File: src/rtl/mem_controller_mp.sv
// Multi-port SDRAM front end: round-robin arbitration, lane steering and fixed-latency read return.
// Build with MEM_CTRL_AUTO_REFRESH_EN defined to add an internal periodic refresh timer.
module mem_controller_mp #(
    parameter int FREQ           = 54_000_000,
    parameter int CHANNELS       = 2,
    parameter int ADDR_WIDTH     = 23,
    parameter int LATENCY        = 4,
    parameter int REFRESH_CYCLES = 810
) (
    input  logic                           clk,
    input  logic                           resetn,
    input  logic [CHANNELS-1:0]            req_read,
    input  logic [CHANNELS-1:0]            req_write,
    input  logic [CHANNELS*ADDR_WIDTH-1:0] req_addr,
    input  logic [CHANNELS*2-1:0]          req_size,
    input  logic [CHANNELS*32-1:0]         req_din,
    output logic [CHANNELS-1:0]            req_ack,
    output logic [CHANNELS-1:0]            rd_valid,
    output logic [31:0]                    rd_data,
    input  logic                           refresh,
    output logic                           busy,
    output logic                           fail,
    output logic [ADDR_WIDTH-3:0]          sdram_addr,
    output logic                           sdram_rd,
    output logic                           sdram_wr,
    output logic                           sdram_refresh,
    output logic [31:0]                    sdram_din32,
    output logic [3:0]                     sdram_wdm,
    input  logic [31:0]                    sdram_dout32,
    input  logic                           sdram_busy,
    input  logic                           sdram_data_ready
);
    localparam int CH_W = (CHANNELS > 1) ? $clog2(CHANNELS) : 1;
    localparam logic [2:0] LAT = 3'(LATENCY);

    localparam logic [1:0] S_INIT  = 2'd0;
    localparam logic [1:0] S_IDLE  = 2'd1;
    localparam logic [1:0] S_ISSUE = 2'd2;
    localparam logic [1:0] S_WAIT  = 2'd3;

    logic [1:0]            r_state;
    logic [2:0]            r_cnt;
    logic [CH_W-1:0]       r_grant;
    logic [CH_W-1:0]       r_last;
    logic                  r_op_wr;
    logic                  r_op_ref;
    logic [ADDR_WIDTH-1:0] r_addr;
    logic [1:0]            r_size;
    logic [31:0]           r_din;
    logic                  r_ref_pend;
    logic [CHANNELS-1:0]   r_rd_valid;
    logic [31:0]           r_rd_data;
    logic                  r_fail;

    logic                  w_found;
    logic [CH_W-1:0]       w_sel;
    logic [CH_W-1:0]       w_pick;
    int                    w_idx;
    logic                  w_req_any;
    logic                  w_ref_tick;
    logic                  w_ref_want;
    logic                  w_start;
    logic [31:0]           w_rd_lane;
    logic [31:0]           w_din32;
    logic [3:0]            w_wdm;
    logic [CHANNELS-1:0]   w_ack;

    // Round-robin: first requester after the last granted channel, wrapping.
    always_comb begin
        w_found = 1'b0;
        w_sel   = '0;
        w_idx   = 0;
        w_pick  = '0;
        for (int k = 1; k <= CHANNELS; k++) begin
            w_idx  = (int'(r_last) + k) % CHANNELS;
            w_pick = w_idx[CH_W-1:0];
            if (!w_found && (req_read[w_pick] || req_write[w_pick])) begin
                w_found = 1'b1;
                w_sel   = w_pick;
            end
        end
    end

    assign w_req_any  = |(req_read | req_write);
    assign w_ref_want = r_ref_pend | refresh | w_ref_tick;
    assign w_start    = (r_state == S_IDLE) && !sdram_busy && (w_ref_want || w_req_any);

`ifdef MEM_CTRL_AUTO_REFRESH_EN
    localparam int RT_W = $clog2(REFRESH_CYCLES + 1);
    logic [RT_W-1:0] r_ref_timer;

    assign w_ref_tick = (r_ref_timer == RT_W'(REFRESH_CYCLES - 1));

    always_ff @(posedge clk or negedge resetn) begin
        if (!resetn) begin
            r_ref_timer <= '0;
        end else if (w_ref_tick || (w_start && w_ref_want)) begin
            r_ref_timer <= '0;
        end else begin
            r_ref_timer <= r_ref_timer + 1'b1;
        end
    end
`else
    assign w_ref_tick = 1'b0;
`endif

    always_comb begin
        w_rd_lane = sdram_dout32;
        case (r_size)
            2'b00:   w_rd_lane = {24'h0, sdram_dout32[{r_addr[1:0], 3'b000} +: 8]};
            2'b01:   w_rd_lane = {16'h0, r_addr[1] ? sdram_dout32[31:16] : sdram_dout32[15:0]};
            default: w_rd_lane = sdram_dout32;
        endcase
    end

    always_comb begin
        w_din32 = r_din;
        w_wdm   = 4'b0000;
        case (r_size)
            2'b00: begin
                w_din32 = {4{r_din[7:0]}};
                w_wdm   = ~(4'b0001 << r_addr[1:0]);
            end
            2'b01: begin
                w_din32 = {2{r_din[15:0]}};
                w_wdm   = r_addr[1] ? 4'b0011 : 4'b1100;
            end
            default: begin
                w_din32 = r_din;
                w_wdm   = 4'b0000;
            end
        endcase
        if (!r_op_wr) w_wdm = 4'b0000;
    end

    always_comb begin
        w_ack = '0;
        if (r_state == S_ISSUE && !r_op_ref) w_ack[r_grant] = 1'b1;
    end

    always_ff @(posedge clk or negedge resetn) begin
        if (!resetn) begin
            r_ref_pend <= 1'b0;
        end else if (w_start && w_ref_want) begin
            r_ref_pend <= 1'b0;
        end else if (refresh || w_ref_tick) begin
            r_ref_pend <= 1'b1;
        end
    end

    always_ff @(posedge clk or negedge resetn) begin
        if (!resetn) begin
            r_state    <= S_INIT;
            r_cnt      <= '0;
            r_grant    <= '0;
            r_last     <= CH_W'(CHANNELS - 1);
            r_op_wr    <= 1'b0;
            r_op_ref   <= 1'b0;
            r_addr     <= '0;
            r_size     <= '0;
            r_din      <= '0;
            r_rd_valid <= '0;
            r_rd_data  <= '0;
            r_fail     <= 1'b0;
        end else begin
            r_rd_valid <= '0;
            case (r_state)
                S_INIT: if (!sdram_busy) r_state <= S_IDLE;
                S_IDLE: begin
                    if (w_start) begin
                        r_state <= S_ISSUE;
                        if (w_ref_want) begin
                            r_op_ref <= 1'b1;
                            r_op_wr  <= 1'b0;
                        end else begin
                            r_op_ref <= 1'b0;
                            r_grant  <= w_sel;
                            r_last   <= w_sel;
                            r_op_wr  <= req_write[w_sel];
                            r_addr   <= req_addr[w_sel*ADDR_WIDTH +: ADDR_WIDTH];
                            r_size   <= req_size[w_sel*2 +: 2];
                            r_din    <= req_din[w_sel*32 +: 32];
                        end
                    end
                end
                S_ISSUE: begin
                    r_state <= S_WAIT;
                    r_cnt   <= 3'd1;
                end
                S_WAIT: begin
                    if (r_cnt == LAT) begin
                        r_state <= S_IDLE;
                        if (!r_op_wr && !r_op_ref) begin
                            r_rd_data           <= w_rd_lane;
                            r_rd_valid[r_grant] <= 1'b1;
                            if (!sdram_data_ready) r_fail <= 1'b1;
                        end
                    end else begin
                        r_cnt <= r_cnt + 3'd1;
                    end
                end
                default: r_state <= S_INIT;
            endcase
        end
    end

    assign busy          = (r_state != S_IDLE);
    assign fail          = r_fail;
    assign req_ack       = w_ack;
    assign rd_valid      = r_rd_valid;
    assign rd_data       = r_rd_data;
    assign sdram_addr    = r_addr[ADDR_WIDTH-1:2];
    assign sdram_rd      = (r_state == S_ISSUE) && !r_op_ref && !r_op_wr;
    assign sdram_wr      = (r_state == S_ISSUE) && !r_op_ref && r_op_wr;
    assign sdram_refresh = (r_state == S_ISSUE) && r_op_ref;
    assign sdram_din32   = w_din32;
    assign sdram_wdm     = w_wdm;

endmodule

File: config.mk
export PLATFORM = sky130hd
export DESIGN_NAME = mem_controller_mp
export DESIGN_NICKNAME = d
export VERILOG_FILES = /design/src/rtl/mem_controller_mp.sv
export SDC_FILE = /design/constraint.sdc
export NUM_CORES = 1
export LEC_CHECK = 0
export ABC_AREA = 1
export CAP_MARGIN = 40
export CORE_ASPECT_RATIO = 1.1
export CORE_UTILIZATION = 29
export CTS_BUF_LIST = sky130_fd_sc_hd__clkbuf_4 sky130_fd_sc_hd__clkbuf_8
export DETAILED_ROUTE_END_ITERATION = 8
export PLACE_DENSITY = 0.59
export SYNTH_ARGS = -nofsm -noshare
export SYNTH_HDL_FRONTEND = slang
export SYNTH_SLANG_ARGS = --single-unit
File: constraint.sdc
create_clock -name clk -period 2.62 [get_ports clk]
set_input_delay 0.393 -clock clk [delete_from_list [all_inputs] [get_ports clk]]
set_output_delay 0.393 -clock clk [all_outputs]
set_load 0.03 [all_outputs]
# Word level (Yosys, flattened, before mapping)
# Cells that the tools add are included.
op_classes:
  addsub: 3
  multipliers: 1
  magnitude_cmp: 5
  eq_ne: 10
  shift: 5
  n_mux: 35
  bitwise_logic: 5
  reduce_logical: 28
op_table:
  columns: ["cell", "count"]
  rows:
  - ["32-bit case mux with 2 select lines", 2]
  - ["64-bit by 7-bit variable part select with 32-bit output", 1]
  - ["46-bit by 7-bit variable part select with 23-bit output", 1]
  - ["32-bit by 6-bit variable part select with 8-bit output", 1]
  - ["1-bit 2-to-1 mux", 18]
  - ["16-bit 2-to-1 mux", 1]
  - ["2-bit 2-to-1 mux", 7]
  - ["1-bit logical AND", 10]
  - ["3-bit AND reduction", 3]
  - ["1-bit by 2-bit less-than comparator with 1-bit output (second input constant)", 4]
  - ["4-bit 2-to-1 mux", 2]
  - ["2-bit != test (second input constant)", 4]
  - ["2-bit case mux with 4 select lines", 1]
  - ["4-bit case mux with 2 select lines", 1]
  - ["1-bit by 5-bit multiplier with 6-bit output (second input constant)", 1]
  - ["3-bit case mux with 2 select lines", 1]
  - ["2-bit by 1-bit equality test with 1-bit output (second input constant)", 2]
  - ["2-bit equality test (second input constant)", 2]
  - ["1-bit zero test", 4]
  - ["2-bit zero test", 2]
  - ["4-bit inverter", 1]
  - ["2-bit AND reduction", 2]
  - ["4-bit AND reduction", 1]
  - ["2-bit nonzero test", 2]
  - ["14 further kinds", 18]
word_totals:
  regBits: 102
  input_bits: 155
  output_inout_bits: 98
  word_cells: 105

# Logic depth before layout (Yosys ltp)
depth:
  ltp_word: 11
  depth_mapped: 10
  mapped_depth_nobuf: 10

# Worst setup path after synthesis
# Ideal clock, no wire load.
synth_path:
  path_type: "flip-flop to output port"
  start: "register r_addr[0]"
  end: "output port sdram_wdm[0]"
  arrival_ps: 1231
  required_time_ps: 2227
  setup_slack_ps: 996
  path_stages_with_launch: 5
  n_path_buf: 2
  cell_sequence: "dfrtp_1 buf_2 buf_2 nand2_1 a21oi_1"
synth_between:
  elab_chain_len: 4
synth_lines:
  columns: ["item", "line", "rtl"]
  rows:
  - ["start, declared", "47", "logic [ADDR_WIDTH-1:0] r_addr;"]
  - ["start signal, assigned", "180", "r_addr <= req_addr[w_sel*ADDR_WIDTH +: ADDR_WIDTH];"]
  - ["1-bit by 2-bit << shifter with 4-bit output", "122", "w_wdm = ~(4'b0001 << r_addr[1:0]);"]
  - ["4-bit inverter", "122", null]
  - ["4-bit case mux with 2 select lines", "119", "case (r_size)"]
  - ["4-bit 2-to-1 mux", "133", "if (!r_op_wr) w_wdm = 4'b0000;"]
  - ["end, declared", "28", "output logic [3:0] sdram_wdm,"]
# No other way between the ends.

# Worst setup path in the final report
layout_path:
  start: "register r_addr[1]"
  end: "output port sdram_wdm[0]"
layout_between:
  elab_chain_len: 4
  word_cells_on_any_way: 5
  cone_classes: "1 x shift; 3 x mux; 1 x bitwise"
layout_lines:
  columns: ["item", "line"]
  rows:
  - ["1-bit by 2-bit << shifter with 4-bit output", "122"]
  - ["4-bit inverter", "122"]
  - ["4-bit case mux with 2 select lines *", "119"]
  - ["4-bit 2-to-1 mux *", "133"]
# Every way passes the cells marked *; elsewhere a longest branch is shown, timed or not.

==> impl_metrics.ini <==
[outcome]
outcome = completed

[floorplanning]
rows = 56
dieWidth_um = 142.2
die_h_um = 156.2
die-area_mm2 = 0.02222
ios = 253
coreArea_mm2 = 0.02130
start_util_pct = 29.45

[global_routing]
gr-total-overflow = 0
grt_pass1_wl_mm = 32.29
grt_pass1_vias = 5912
grt_max_degree = 59
grt_usage_pct = 19.05
antenna_found_initial = 0

[detailed_routing]
avgRoutedWirePerCell_um = 14.27
drc_errors = 0
routed_wirelength_mm = 20.60
drt_iter0_markers = 355
first_pass_iters = 4
dr_total_vias = 6236
viasPerCell = 4.322
ant_nets = 0

[critical_path]
crit_path_max_incr_delay_ns = 0.73
cp.depth = 3
arrival_ns = 2.08
path_buf_inv = 2
worstReg2RegEnd = r_din[24]$_DFFE_PN0P_
crit_family = buffers and inverters
worst_setup_path_start_kind = flip-flop
crit_path_cell_trace = inv_2, a21oi_1, clkdlybuf4s50_1
cp.required_ns = 2.23
critical_path_class = flip-flop to output port
critPathSlowestCell = clkdlybuf4s50_1
rr_worst_depth = 9
reg2reg_from = r_state[1]$_DFFE_PN0P_
end_kind = output port
ff2ff_setup_slack_ns = 0.70
cp_max_fo = 17

[cts]
cts_tree = built
clkSlewWorstSetupHoldPaths_ns = 0.11
cts_htree_levels = 3
clock_sinks = 102
hold_buffers = 0
root_buffer = clkbuf_8
post_cts_resized = 9
post_cts_buffers = 0
clock_latency_ns = 0.37
cts_buffer_depth = 2
cts_buffers = 9

[synthesis]
synth_seq_cells = 102
yosysSeqAreaShare_pct = 40.71
yosys.cell_types.count = 28
async_flop_share_pct = 100.0
syn_area_mm2 = 0.006272
synthCells = 943
synth.top_cells.by_area = dfrtp_1 40%, nand2_1 24%, nand3_1 8.1%
ys_warn_count = 0
synth_edf_count = 0
synth.top_cell.area_share_pct = 40.30
synth-main-ff-cell = dfrtp_1
yosys.area.top_type = dfrtp_1
synth.net_count = 1104
avgSynthCellArea_um2 = 6.651

[pwr]
switching_share_pct = 49.65
p_sw_mw = 4.762
internal-power_mw = 4.829
power.leakage_nw = 4.680
pwr-share-comb_pct = 60.3
peakVddDrop_mv = 0.5411
p_seq_share_pct = 29.4
p_clk_share_pct = 10.3
p_per_area_mw_per_mm2 = 1069
fin_total_pwr_mw = 9.591

[timing]
min_period_over_period_pct = 94.54
relSlewSlack_pct = 51.32
fin_worst_skew_ns = 0.01808
finalHoldViolCount = 0
final-setup-viol-count = 0
max_freq_mhz = 403.7
finalSetupTns_ns = 0
period_minus_slack_ns = 2.477
rsz0062_at_grt = false
slew_viol_final = 0
tightestPinTransition_ns = 0.7277

[min_path]
hp-class = input pin to async pin

[flow_run]
max_cap_viol_count = 0

[finish]
utilization_pct = 42.12
instances_no_fill = 1443
antenna_cells = 0
finalNetCount = 1309
area_growth_pct = 43.03
drive_gt1_share_pct = 5.291

[placement]
gp_congestion = 0.8418
place_inst = 1427
dp_hpwl_mm = 15.63
io_buffers = 252
## worst reg2reg max path, cell delays in order, from the launching register on
cell and delay (ns):
dfrtp_1 0.44, inv_1 0.10, ha_1 0.16, inv_2 0.06, nor2_4 0.13, nand3_2 0.10
inv_2 0.36, buf_12 0.27, nand3_1 0.16, nand2_1 0.07
## cell usage in the layout, fill, tap and decap left out, types with 2 or more instances in the layout
master / count
nand2_2: 3
dlygate4sd2_1: 9
clkbuf_8: 10
nand2_1: 406
inv_6: 4
dfrtp_1: 101
nor2_1: 54
inv_2: 5
buf_12: 4
inv_1: 133
ha_1: 6
nand3_1: 101
o21ai_0: 19
nor2_4: 7
clkdlybuf4s50_1: 234
a21oi_1: 22
buf_4: 20
o31ai_1: 2
## power groups by stage
stage | sequential, mW | clock, mW | combinational, mW
finish | 2.82 | 0.992 | 5.78
global route | 2.92 | 1.12 | 6.31
floorplan | 3.08 | 0 | 3.57
CTS | 2.83 | 1.06 | 5.85
detailed placement | 2.85 | 0 | 5.90
global placement | 2.85 | 0 | 5.87
## synth_stat cells (2+ instances only)
cell	number
clkbuf_1	5
nand3_1	101
nand2_2	3
dfrtp_1	101
nor2_1	54
inv_2	5
buf_6	6
o31ai_1	2
buf_2	20
nor2_4	7
ha_1	6
nand2_1	406
o21ai_0	19
buf_4	41
inv_1	133
a21oi_1	22
## logic make-up (layout without fill, tap and decap cells)
logic type,after synthesis,in the layout,share of synthesized area [%]
flip-flops,102,102,40.71
XOR/XNOR,1,1,0.1397
adder cells (fa/ha/maj),6,6,1.197
AO/OA/AOI/OAI,46,46,3.830
AND/OR/NAND/NOR,575,575,37.66
buffers and inverters,213,423,16.46
## routing by layer
| metal | wire [µm] | up-vias | global-route usage [%] |
|---|---|---|---|
| li1 | - | 3206 | - |
| met1 | 8920 | 2809 | 24.37 |
| met2 | 9907 | 202 | 31.77 |
| met3 | 1440 | 19 | 4.529 |
| met4 | 327 | 0 | 5.530 |
| met5 | 0 | - | 0 |
## registers in the layout (all words and copies together), names as in the netlist
register	cells
fail	1
r_addr	23
r_cnt	3
r_din	32
r_grant	1
r_last	1
r_op_ref	1
r_op_wr	1
r_ref_pend	1
r_size	2
r_state	2
rd_data	32
rd_valid	2
## how the worst max path moves through the flow
| stage | start | slack [ns] | endpoint |
|---|---|---|---|
| after global routing | r_addr[0]$_DFFE_PN0P_ | 0.0005 | sdram_wdm[1] |
| after global placement | r_size[0]$_DFFE_PN0P_ | 0.43 | sdram_din32[12] |
| after CTS | r_addr[1]$_DFFE_PN0P_ | 0.12 | sdram_wdm[0] |
| after floorplan | r_addr[0]$_DFFE_PN0P_ | 1.0 | sdram_wdm[0] |
| final | r_addr[1]$_DFFE_PN0P_ | 0.14 | sdram_wdm[0] |
| after detailed placement | r_size[0]$_DFFE_PN0P_ | 0.39 | sdram_din32[12] |
## area by class of cell
class | count | area, µm²
fill | 2332 | 12330
multi-input combinational | 628 | 2686
clock inverter | 5 | 38.79
sequential | 102 | 2554
inverter | 140 | 533.0
timing repair buffer | 267 | 2651
clock buffer | 11 | 145.1
tap | 290 | 362.8
## metrics by stage
step / cell area (µm²) / setup slack [ns] / hold WS [ns]
floorplan: 6272 / 0.9960 / 0.09741
global placement: 8798 / 0.4274 / 0.4593
detailed placement: 8798 / 0.3881 / 0.4617
CTS: 8971 / 0.1191 / 0.03344
global route: 8971 / 0.0004836 / 0.05277
finish: 8971 / 0.1432 / 0.03324
Note: power is estimated with default switching activity, not from simulation.
